[src/rtl/fcs_appender_pkg.sv]
// rtl/fcs_appender_pkg.sv - shared types, defaults and CRC step for fcs_appender
package fcs_appender_pkg;

  typedef enum logic [1:0] {
    IDLE = 2'd0,
    DATA = 2'd1,
    FCS  = 2'd2
  } state_t;

  localparam logic [31:0] DEFAULT_POLY     = 32'h04C11DB7;
  localparam logic [31:0] DEFAULT_CRC_INIT = 32'hFFFFFFFF;
  localparam int          FCS_LEN          = 32;

  // One serial CRC-32 step, MSB-first register, bit 31 feedback.
  function automatic logic [31:0] crc32_step(input logic [31:0] cur,
                                             input logic [31:0] poly,
                                             input logic        din);
    return {cur[30:0], 1'b0} ^ (poly & {32{din ^ cur[31]}});
  endfunction

endpackage

[src/rtl/fcs_appender_if.sv]
// rtl/fcs_appender_if.sv - serial payload in / framed bit stream out handshake bundle
interface fcs_appender_if;
  logic s_valid;
  logic s_in;
  logic s_last;
  logic s_ready;
  logic m_valid;
  logic m_out;
  logic m_last;

  modport slave (
    input  s_valid, s_in, s_last,
    output s_ready, m_valid, m_out, m_last
  );

  modport master (
    output s_valid, s_in, s_last,
    input  s_ready, m_valid, m_out, m_last
  );
endinterface

[src/rtl/crc32_serial_lfsr.sv]
// rtl/crc32_serial_lfsr.sv - bit-serial CRC-32 register with synchronous load
module crc32_serial_lfsr
  import fcs_appender_pkg::*;
#(
  parameter logic [31:0] POLY = DEFAULT_POLY,
  parameter logic [31:0] INIT = DEFAULT_CRC_INIT
) (
  input  logic        clk,
  input  logic        rst_n,
  input  logic        load,
  input  logic        shift,
  input  logic        din,
  output logic [31:0] state
);

  always_ff @(posedge clk or negedge rst_n) begin
    if (!rst_n) begin
      state <= INIT;
    end else if (load) begin
      state <= INIT;
    end else if (shift) begin
      state <= crc32_step(state, POLY, din);
    end
  end

endmodule

[src/rtl/fcs_appender.sv]
// rtl/fcs_appender.sv - echoes a serial payload and appends its 32-bit CRC, MSB first
// FCS_INVERT_EN: when defined, the appended FCS is the ones-complement of the CRC register.
module fcs_appender
  import fcs_appender_pkg::*;
#(
  parameter logic [31:0] POLY     = DEFAULT_POLY,
  parameter logic [31:0] CRC_INIT = DEFAULT_CRC_INIT
) (
  input  logic                 clk,
  input  logic                 rst_n,
  input  logic                 start,
  fcs_appender_if.slave        bus,
  output logic                 busy,
  output logic [31:0]          crc
);

  localparam logic [4:0] LAST_CNT = 5'(FCS_LEN - 1);

  state_t      state;
  logic [4:0]  cnt;
  logic        m_valid_q;
  logic        m_out_q;
  logic        m_last_q;
  logic        accept;
  logic        load;
  logic [31:0] fcs_word;

  assign accept      = bus.s_valid && (state == DATA);
  assign load        = start && (state == IDLE);
  assign bus.s_ready = (state == DATA);
  assign bus.m_valid = m_valid_q;
  assign bus.m_out   = m_out_q;
  assign bus.m_last  = m_last_q;
  assign busy        = (state != IDLE);

`ifdef FCS_INVERT_EN
  assign fcs_word = ~crc;
`else
  assign fcs_word = crc;
`endif

  crc32_serial_lfsr #(
    .POLY (POLY),
    .INIT (CRC_INIT)
  ) u_lfsr (
    .clk   (clk),
    .rst_n (rst_n),
    .load  (load),
    .shift (accept),
    .din   (bus.s_in),
    .state (crc)
  );

  always_ff @(posedge clk or negedge rst_n) begin
    if (!rst_n) begin
      state     <= IDLE;
      cnt       <= 5'd0;
      m_valid_q <= 1'b0;
      m_out_q   <= 1'b0;
      m_last_q  <= 1'b0;
    end else begin
      m_valid_q <= 1'b0;
      m_out_q   <= 1'b0;
      m_last_q  <= 1'b0;
      case (state)
        IDLE: begin
          if (start) state <= DATA;
        end
        DATA: begin
          if (accept) begin
            m_valid_q <= 1'b1;
            m_out_q   <= bus.s_in;
            if (bus.s_last) begin
              state <= FCS;
              cnt   <= 5'd0;
            end
          end
        end
        FCS: begin
          // ~cnt == 31 - cnt, so the frozen CRC goes out MSB first.
          m_valid_q <= 1'b1;
          m_out_q   <= fcs_word[~cnt];
          m_last_q  <= (cnt == LAST_CNT);
          cnt       <= cnt + 5'd1;
          if (cnt == LAST_CNT) state <= IDLE;
        end
        default: state <= IDLE;
      endcase
    end
  end

endmodule
[src/flat_wrapper.sv]
// flat-port wrapper written by rule: the top's interface ports become plain ports
module fcs_appender_flat import fcs_appender_pkg::*;
#(
  parameter logic [31:0] POLY     = DEFAULT_POLY,
  parameter logic [31:0] CRC_INIT = DEFAULT_CRC_INIT
)
  (clk, rst_n, start, busy, crc, bus_s_valid, bus_s_in, bus_s_last, bus_s_ready, bus_m_valid, bus_m_out, bus_m_last);
  fcs_appender_if bus_i ();
  input  logic clk;
  input  logic rst_n;
  input  logic start;
  output logic busy;
  output logic [31:0] crc;
  input wire logic [$bits(bus_i.s_valid)-1:0] bus_s_valid;
  input wire logic [$bits(bus_i.s_in)-1:0] bus_s_in;
  input wire logic [$bits(bus_i.s_last)-1:0] bus_s_last;
  output wire logic [$bits(bus_i.s_ready)-1:0] bus_s_ready;
  output wire logic [$bits(bus_i.m_valid)-1:0] bus_m_valid;
  output wire logic [$bits(bus_i.m_out)-1:0] bus_m_out;
  output wire logic [$bits(bus_i.m_last)-1:0] bus_m_last;
  assign bus_i.s_valid = bus_s_valid;
  assign bus_i.s_in = bus_s_in;
  assign bus_i.s_last = bus_s_last;
  assign bus_s_ready = bus_i.s_ready;
  assign bus_m_valid = bus_i.m_valid;
  assign bus_m_out = bus_i.m_out;
  assign bus_m_last = bus_i.m_last;
  fcs_appender #(.POLY(POLY), .CRC_INIT(CRC_INIT)) u_core (.clk(clk), .rst_n(rst_n), .start(start), .bus(bus_i), .busy(busy), .crc(crc));
endmodule
[config.mk]
export PLATFORM = sky130hd
export DESIGN_NAME = fcs_appender_flat
export DESIGN_NICKNAME = d
export VERILOG_FILES = /design/src/rtl/fcs_appender_pkg.sv /design/src/rtl/fcs_appender_if.sv /design/src/rtl/crc32_serial_lfsr.sv /design/src/rtl/fcs_appender.sv /design/src/flat_wrapper.sv
export SDC_FILE = /design/constraint.sdc
export NUM_CORES = 1
export LEC_CHECK = 0
export BUFFER_PORTS_ARGS = -buffer_cell sky130_fd_sc_hd__clkbuf_2
export CAP_MARGIN = 10
export CORE_ASPECT_RATIO = 0.6
export CORE_UTILIZATION = 40
export CTS_CLUSTER_DIAMETER = 40
export DETAILED_ROUTE_END_ITERATION = 10
export HOLD_SLACK_MARGIN = 0.06
export RECOVER_POWER = 50
export SLEW_MARGIN = 40
export SYNTH_ARGS = -nofsm -noshare
export SYNTH_HDL_FRONTEND = slang
export SYNTH_SLANG_ARGS = --single-unit
[constraint.sdc]
create_clock -name clk -period 1.9 [get_ports clk]
set_input_delay 0.38 -clock clk [delete_from_list [all_inputs] [get_ports clk]]
set_output_delay 0.38 -clock clk [all_outputs]
set_load 0.02 [all_outputs]
; Word-level counts from Yosys, hierarchy flattened
; Cells that the tools add are included.
[totals]
register_bits = 42
inputBits = 6
output_inout_bits = 37
word_cells = 43
[classes]
add_sub_neg = 1
n_lt_le_gt_ge = 1
eq_ne = 7
n_mux = 17
n_bitwise = 3
reduce_logical = 8
[ops]
columns = op, n
row1 = 32-bit 2-to-1 mux, 2
row2 = 32-bit by 27-bit XOR with 32-bit output, 1
row3 = 5-bit 2-to-1 mux, 2
row4 = 5-bit one-hot mux with 2 select lines, 1
row5 = 2-bit 2-to-1 mux, 4
row6 = 5-bit by 6-bit < comparator with 1-bit output (second input constant), 1
row7 = 2-bit one-hot mux with 3 select lines, 1
row8 = 2-bit nonzero test, 3
row9 = 5-bit by 1-bit adder with 5-bit output (second input constant), 1
row10 = 1-bit binary-select mux with 5-bit select, 1
row11 = 5-bit equality test (second input constant), 1
row12 = 5-bit NOT, 1
row13 = 1-bit 2-to-1 mux, 4
row14 = 2-bit by 1-bit != test with 1-bit output (second input constant), 2
row15 = 2-bit != test (second input constant), 2
row16 = 1-bit one-hot mux with 2 select lines, 2
row17 = 4-bit AND reduction, 1
row18 = 3-bit AND reduction, 1
row19 = 2-bit by 1-bit equality test with 1-bit output (second input constant), 1
row20 = 2-bit equality test (second input constant), 1
row21 = 1-bit logical AND, 2
row22 = 2-bit zero test, 1
row23 = 1-bit XOR, 1

; Depth between registers and ports, before layout
[depth]
word_depth = 4
mapped_depth = 8
ltp_nobuf = 7

; Modules after synthesis
; Synthesis repeated with hierarchy kept, for this count alone.
[unflattened]
cells_unflattened = 197
hier_area_um2 = 2563.7
[by_module_without_submodules]
columns = module, instances, cells_each, area_each_um2, seq_area_each_um2
row1 = crc32_serial_lfsr, 1, 123, 1740.4, 840.8
row2 = fcs_appender, 1, 74, 823.3, 250.2

; Worst setup path before layout
; No wires, ideal clock.
[synth_timing]
kind = register to register
startpoint = register u_core.state[1]
endpoint = register u_core.m_out_q, in the netlist u_core.bus.m_out
setup_time_ps = 126
arrival_ps = 1834
required_time_ps = 1774
slack_ps = -59
stages_incl_launch_ff = 9
path_buffers = 1
synth_period_minus_slack_ps = 1959
cell_sequence = dfrtp_1 > inv_1 > ha_1 > clkbuf_1 > and4_1 > a311o_1 > o311a_1 > nor3_2 > a21oi_1
[synth_between]
elab_chain_cells = 4
word_cells_on_any_way = 5
classes_between = 2 x eq/ne / 2 x mux / 1 x reduce/logical
[synth_rtl]
columns = element, line
row1 = "start, declared", fcs_appender.sv:19  ; state_t state;
row2 = "start signal, assigned", fcs_appender.sv:56  ; state <= IDLE;
row3 = "start signal, assigned", fcs_appender.sv:67  ; if (start) state <= DATA;
row4 = "start signal, assigned", fcs_appender.sv:74  ; state <= FCS;
row5 = 2-bit by 1-bit equality test with 1-bit output *, --
row6 = net bus_s_ready, flat_wrapper.sv:17  ; output wire logic [$bits(bus_i.s_ready)-1:0] bus_s_ready;
row7 = 1-bit logical AND, fcs_appender.sv:28  ; assign accept = bus.s_valid && (state == DATA);
row8 = 1-bit 2-to-1 mux, fcs_appender.sv:70  ; if (accept) begin
row9 = 1-bit one-hot mux with 2 select lines *, fcs_appender.sv:65  ; case (state)
row10 = "end signal, assigned", fcs_appender.sv:72  ; m_out_q <= bus.s_in;
row11 = "end signal, assigned", fcs_appender.sv:82  ; m_out_q <= fcs_word[~cnt];
row12 = "end, declared", fcs_appender.sv:22  ; logic m_out_q;
; Mark *: on every way through the listed nets, which the timed path passes. The rest lies on a longest branch.
; A chain may end at the register's enable or synchronous reset.

; Worst setup path after layout
[layout_timing]
startpoint = register u_core.state[1]
endpoint = register u_core.m_out_q, in the netlist u_core.bus.m_out
[layout_between]
elab_chain_cells = 4
word_cells_on_any_way = 5
classes_between = 2 x eq/ne / 2 x mux / 1 x reduce/logical
[layout_rtl]
columns = element, line
row1 = 2-bit by 1-bit equality test with 1-bit output, "fcs_appender.sv:28, fcs_appender.sv:65"
row2 = 1-bit logical AND, fcs_appender.sv:28
row3 = 1-bit 2-to-1 mux, fcs_appender.sv:70
row4 = 1-bit one-hot mux with 2 select lines *, fcs_appender.sv:65
; Every way passes the cells marked *; elsewhere a longest branch is shown, timed or not.

==> impl_summary.md <==
Synthesis
The compound-cell area share of the yosys netlist is 17.54%. The cell taking the most area after synthesis is sky130_fd_sc_hd__dfstp_2. Summing every instance area after synthesis gives 2097 sq um.

By area, the combinational part of the netlist is dominated by compound AO/OA/AOI/OAI gates. After synthesis, the cell types taking the most area are sky130_fd_sc_hd__dfstp_2 40%, sky130_fd_sc_hd__dfrtp_1 12%, sky130_fd_sc_hd__o22a_1 8.4%, sky130_fd_sc_hd__mux4_2 7.5%, sky130_fd_sc_hd__xnor2_1 5.4%. Of the total synthesized cell area, the portion taken by XOR and XNOR cells is 5.847%. Of the post-synthesis cell area, the part taken by muxes is 10.50%.

Yosys printed 0 warnings. The total nets after synthesis is 188. The count of cell types in the netlist is 33. After synthesis the netlist holds a flip-flop and latch count of 42. The sequential share of the synthesized area is 52.03%. The synthesized netlist devotes 7.578% of its cell area to simple gates. The post-synthesis cell count is 176. After synthesis, the largest area contributor takes up 40.10% of total cell area. Summing the areas of all fa, ha and maj instances in the mapped netlist gives 3.580% of the synthesized area. A synthesized cell averages 11.91 sq um.

Worst setup path
The most critical setup path has its startpoint at u_core.state[1]. In this run the critical register-to-register path is captured at u_core.bus.m_out. In this run the critical register-to-register path is launched from u_core.state[1]. Along the worst path, the maximum fanout reaches 3. STA classifies the critical path startpoint as a flip-flop. The depth of the worst register-to-register path is 7. For flop-to-flop paths, the worst setup slack is 0.09 ns. The critical path endpoint is u_core.bus.m_out. Data arrives at the worst endpoint at 1.98 ns.

STA puts the critical path data required time at 2.07 ns. The sort of element at the end of the critical path is a flip-flop. The critical path is of the flip-flop to flip-flop type.

Clocking
Buffers inserted during clock tree synthesis total 5. The clock tree root driver cell is sky130_fd_sc_hd__clkbuf_8. The clock passes through at most 2 buffers. The clock drives 42 sinks. The clock transition time at the flip-flop clock pins of the worst setup and hold paths is 0.09 ns. The number of levels the H-tree was split into is 2. The CTS tree is built.

The insertion delay to the later sink of the worst-skew pair is 0.29 ns. After clock tree synthesis, the flow added hold-fix buffers numbering 0.

Layout
The filler cells instantiated in the layout total 448. Cells fill 52.92% of the core in the end. The number of antenna diodes is 0. Leaving out fill and tap cells, the most frequent cells in the layout are 32 x sky130_fd_sc_hd__dfstp_2, 26 x sky130_fd_sc_hd__clkbuf_2, 20 x sky130_fd_sc_hd__o22a_1. At the end of the flow, the number of nets in the layout was 240.

The ratio of cells with drive above 1 in the final layout is 41.48%. The growth of design area from synthesis to finish is 21.18%. Leaving out fill and tap cells, the most frequent cell in the layout is sky130_fd_sc_hd__dfstp_2.

Die
The chip width is 95.48 um. The number of ports placed on the die boundary is 43. The initial cell density of the core is 43.67%. The standard cell core area is 4802 sq um. In this run the vertical extent of the chip is 58.09 um. The die covers 5546 sq um. The initialized floorplan defines 19 standard-cell rows.

Drt
The count of nets left with antenna violations once routing finished came out at 0. The via density per instance is 5.524. The detailed router placed 1,613 vias in this run. The total length of routed wires is 4.952 mm. The first routing iteration left 75 violations.

The detailed-router iteration count before antenna repair is 4. Dividing the detail-routed wire length by the instance count gives 16.96 um. For this run, design rule violations remaining after detail routing come to 0.

STA
The number of endpoints failing setup at the final stage is 0. The maximum clock frequency is 551.2 MHz. The final number of hold-violating endpoints came to 0. Setup repair after global routing left no endpoint under its margin. The final count of pins violating max slew is 0. The post-route minimum period is 1.814 ns. The clock arrives with 0.008748 ns of skew. The relative slew slack is 31.78%. At the pin with the least slew margin, the transition time is 1.023 ns.

The share of the clock period used by the worst path after layout is 95.49%.

Pwr
The worst-case IR drop observed on VDD is 0.6118 mV. The total power is 3764 uW. Dividing total power by cell area gives a power density of 1481 nW/um^2. The static leakage is 0.0009871 uW.

Place
Routability-driven placement finished with a final weighted congestion of 0.7967. The wire-length estimate of the detail-placed layout is 3.433 mm. During placement, the flow inserted port buffers numbering 42.

GRT
The initial antenna violation count came to 0. The global-route congestion overflow total is 0. The via count of the first global-routing pass is 1,580. The first global-routing pass estimated 7.941 mm of wire. Global routing used 19.26% of the available tracks across all layers.

The maximum number of pins on one net before global-route repair is 43.

Min path
The type of the tightest min-delay check is primary input to async pin.

Outcome
The run finished with clean final reports.

Job
The total of max-cap violations is 0.
## flip-flops by register name, summed over array words and instances (netlist names)
signal               flops
u_core.u_lfsr.state     32
u_core.cnt               5
u_core.state             2
u_core.bus.m_last        1
u_core.bus.m_out         1
u_core.bus.m_valid       1
## synth_stat cells
cell,n
sky130_fd_sc_hd__nand3_1,4
sky130_fd_sc_hd__dfstp_2,32
sky130_fd_sc_hd__nor2_1,15
sky130_fd_sc_hd__dfrtp_1,10
sky130_fd_sc_hd__clkbuf_1,5
sky130_fd_sc_hd__o21a_1,1
sky130_fd_sc_hd__o311a_1,1
sky130_fd_sc_hd__a21oi_1,17
sky130_fd_sc_hd__and3_1,1
sky130_fd_sc_hd__xor2_1,1
sky130_fd_sc_hd__a311o_1,1
sky130_fd_sc_hd__nor3b_1,1
sky130_fd_sc_hd__buf_1,2
sky130_fd_sc_hd__buf_4,2
sky130_fd_sc_hd__inv_1,4
sky130_fd_sc_hd__nor3_2,1
sky130_fd_sc_hd__nor2b_1,1
sky130_fd_sc_hd__ha_1,6
sky130_fd_sc_hd__o22a_1,20
sky130_fd_sc_hd__nand2_1,10
sky130_fd_sc_hd__and4_1,1
sky130_fd_sc_hd__o22ai_1,1
sky130_fd_sc_hd__mux2_2,2
sky130_fd_sc_hd__a21boi_0,1
sky130_fd_sc_hd__a22o_1,1
sky130_fd_sc_hd__mux4_2,7
sky130_fd_sc_hd__buf_2,1
sky130_fd_sc_hd__a32o_1,2
sky130_fd_sc_hd__a211oi_1,1
sky130_fd_sc_hd__mux2i_1,4
sky130_fd_sc_hd__o21ai_0,6
sky130_fd_sc_hd__xnor2_1,13
sky130_fd_sc_hd__and2_1,1
## cell type report
class | count | area (sq um) | area share, %
clock buffer | 6 | 72.57 | 2.856
clock inverter | 2 | 10.01 | 0.3939
tap | 63 | 78.83 | 3.102
sequential | 42 | 1092 | 42.98
inverter | 4 | 15.01 | 0.5908
timing repair buffer | 55 | 300.3 | 11.82
multi-input combinational | 120 | 972.2 | 38.26
## per-stage QoR
stage               setup TNS (ns)  instances  hold slack, ns  instance area (sq um)  setup slack [ns]
global route                     0        292          0.3972                   2541           0.01634
finish                           0        292          0.3480                   2541           0.08562
global placement                 0        283          0.4604                   2445           0.04202
detailed placement        -0.03588        283          0.4857                   2445          -0.03588
floorplan                        0        176         0.08441                   2101           0.03536
CTS                              0        292          0.1541                   2549          0.004059
## where the power goes
part | internal, uW | total, uW | switching (uW) | leakage [uW]
Sequential | 1260 | 1520 | 258 | 0.000471
Clock | 255 | 557 | 302 | 0.0000450
Combinational | 696 | 1690 | 993 | 0.000471
Total | 2210 | 3760 | 1550 | 0.000987
## worst max-delay path, stage by stage, from the launching register on
cell and delay (ns):
sky130_fd_sc_hd__dfrtp_1 0.42, sky130_fd_sc_hd__inv_2 0.10, sky130_fd_sc_hd__ha_4 0.20, sky130_fd_sc_hd__and4_1 0.15, sky130_fd_sc_hd__a311o_1 0.32, sky130_fd_sc_hd__o311a_1 0.32, sky130_fd_sc_hd__o21ai_0 0.09, sky130_fd_sc_hd__a21oi_1 0.09
## worst min path at each step
| stage | startpoint | end | slack (ns) | cells after the start |
|---|---|---|---|---|
| floorplan | rst_n | u_core.bus.m_last | 0.08 | 0 |
| global placement | rst_n | u_core.cnt[0] | 0.46 | 2 |
| detailed placement | rst_n | u_core.cnt[1] | 0.49 | 2 |
| CTS | rst_n | u_core.cnt[4] | 0.15 | 2 |
| global route | rst_n | u_core.cnt[0] | 0.40 | 2 |
| finish | rst_n | u_core.cnt[2] | 0.35 | 2 |
## cells by family after synthesis
| family | Yosys count |
|---|---|
| AO/OA/AOI/OAI | 52 |
| flip-flops | 42 |
| AND/OR/NAND/NOR | 35 |
| XOR/XNOR | 14 |
| buffers and inverters | 14 |
| multiplexers | 13 |
| adder cells (fa/ha/maj) | 6 |
## repair_timing
item                                    in CTS  in global routing
gates cloned                                 0                  0
pin swaps                                    2                  3
gates resized for setup                      3                  6
endpoints found under the setup margin       2                  3
setup buffers                                1                  1
## layer usage
metal	part of all wire [%]	up-vias	global-route usage, %
li1	-	745	-
met1	47	816	27.69
met2	46	46	28.98
met3	5.8	6	4.987
met4	0.93	0	5.330
met5	0	-	0
Power figures use the tool's default switching activity.
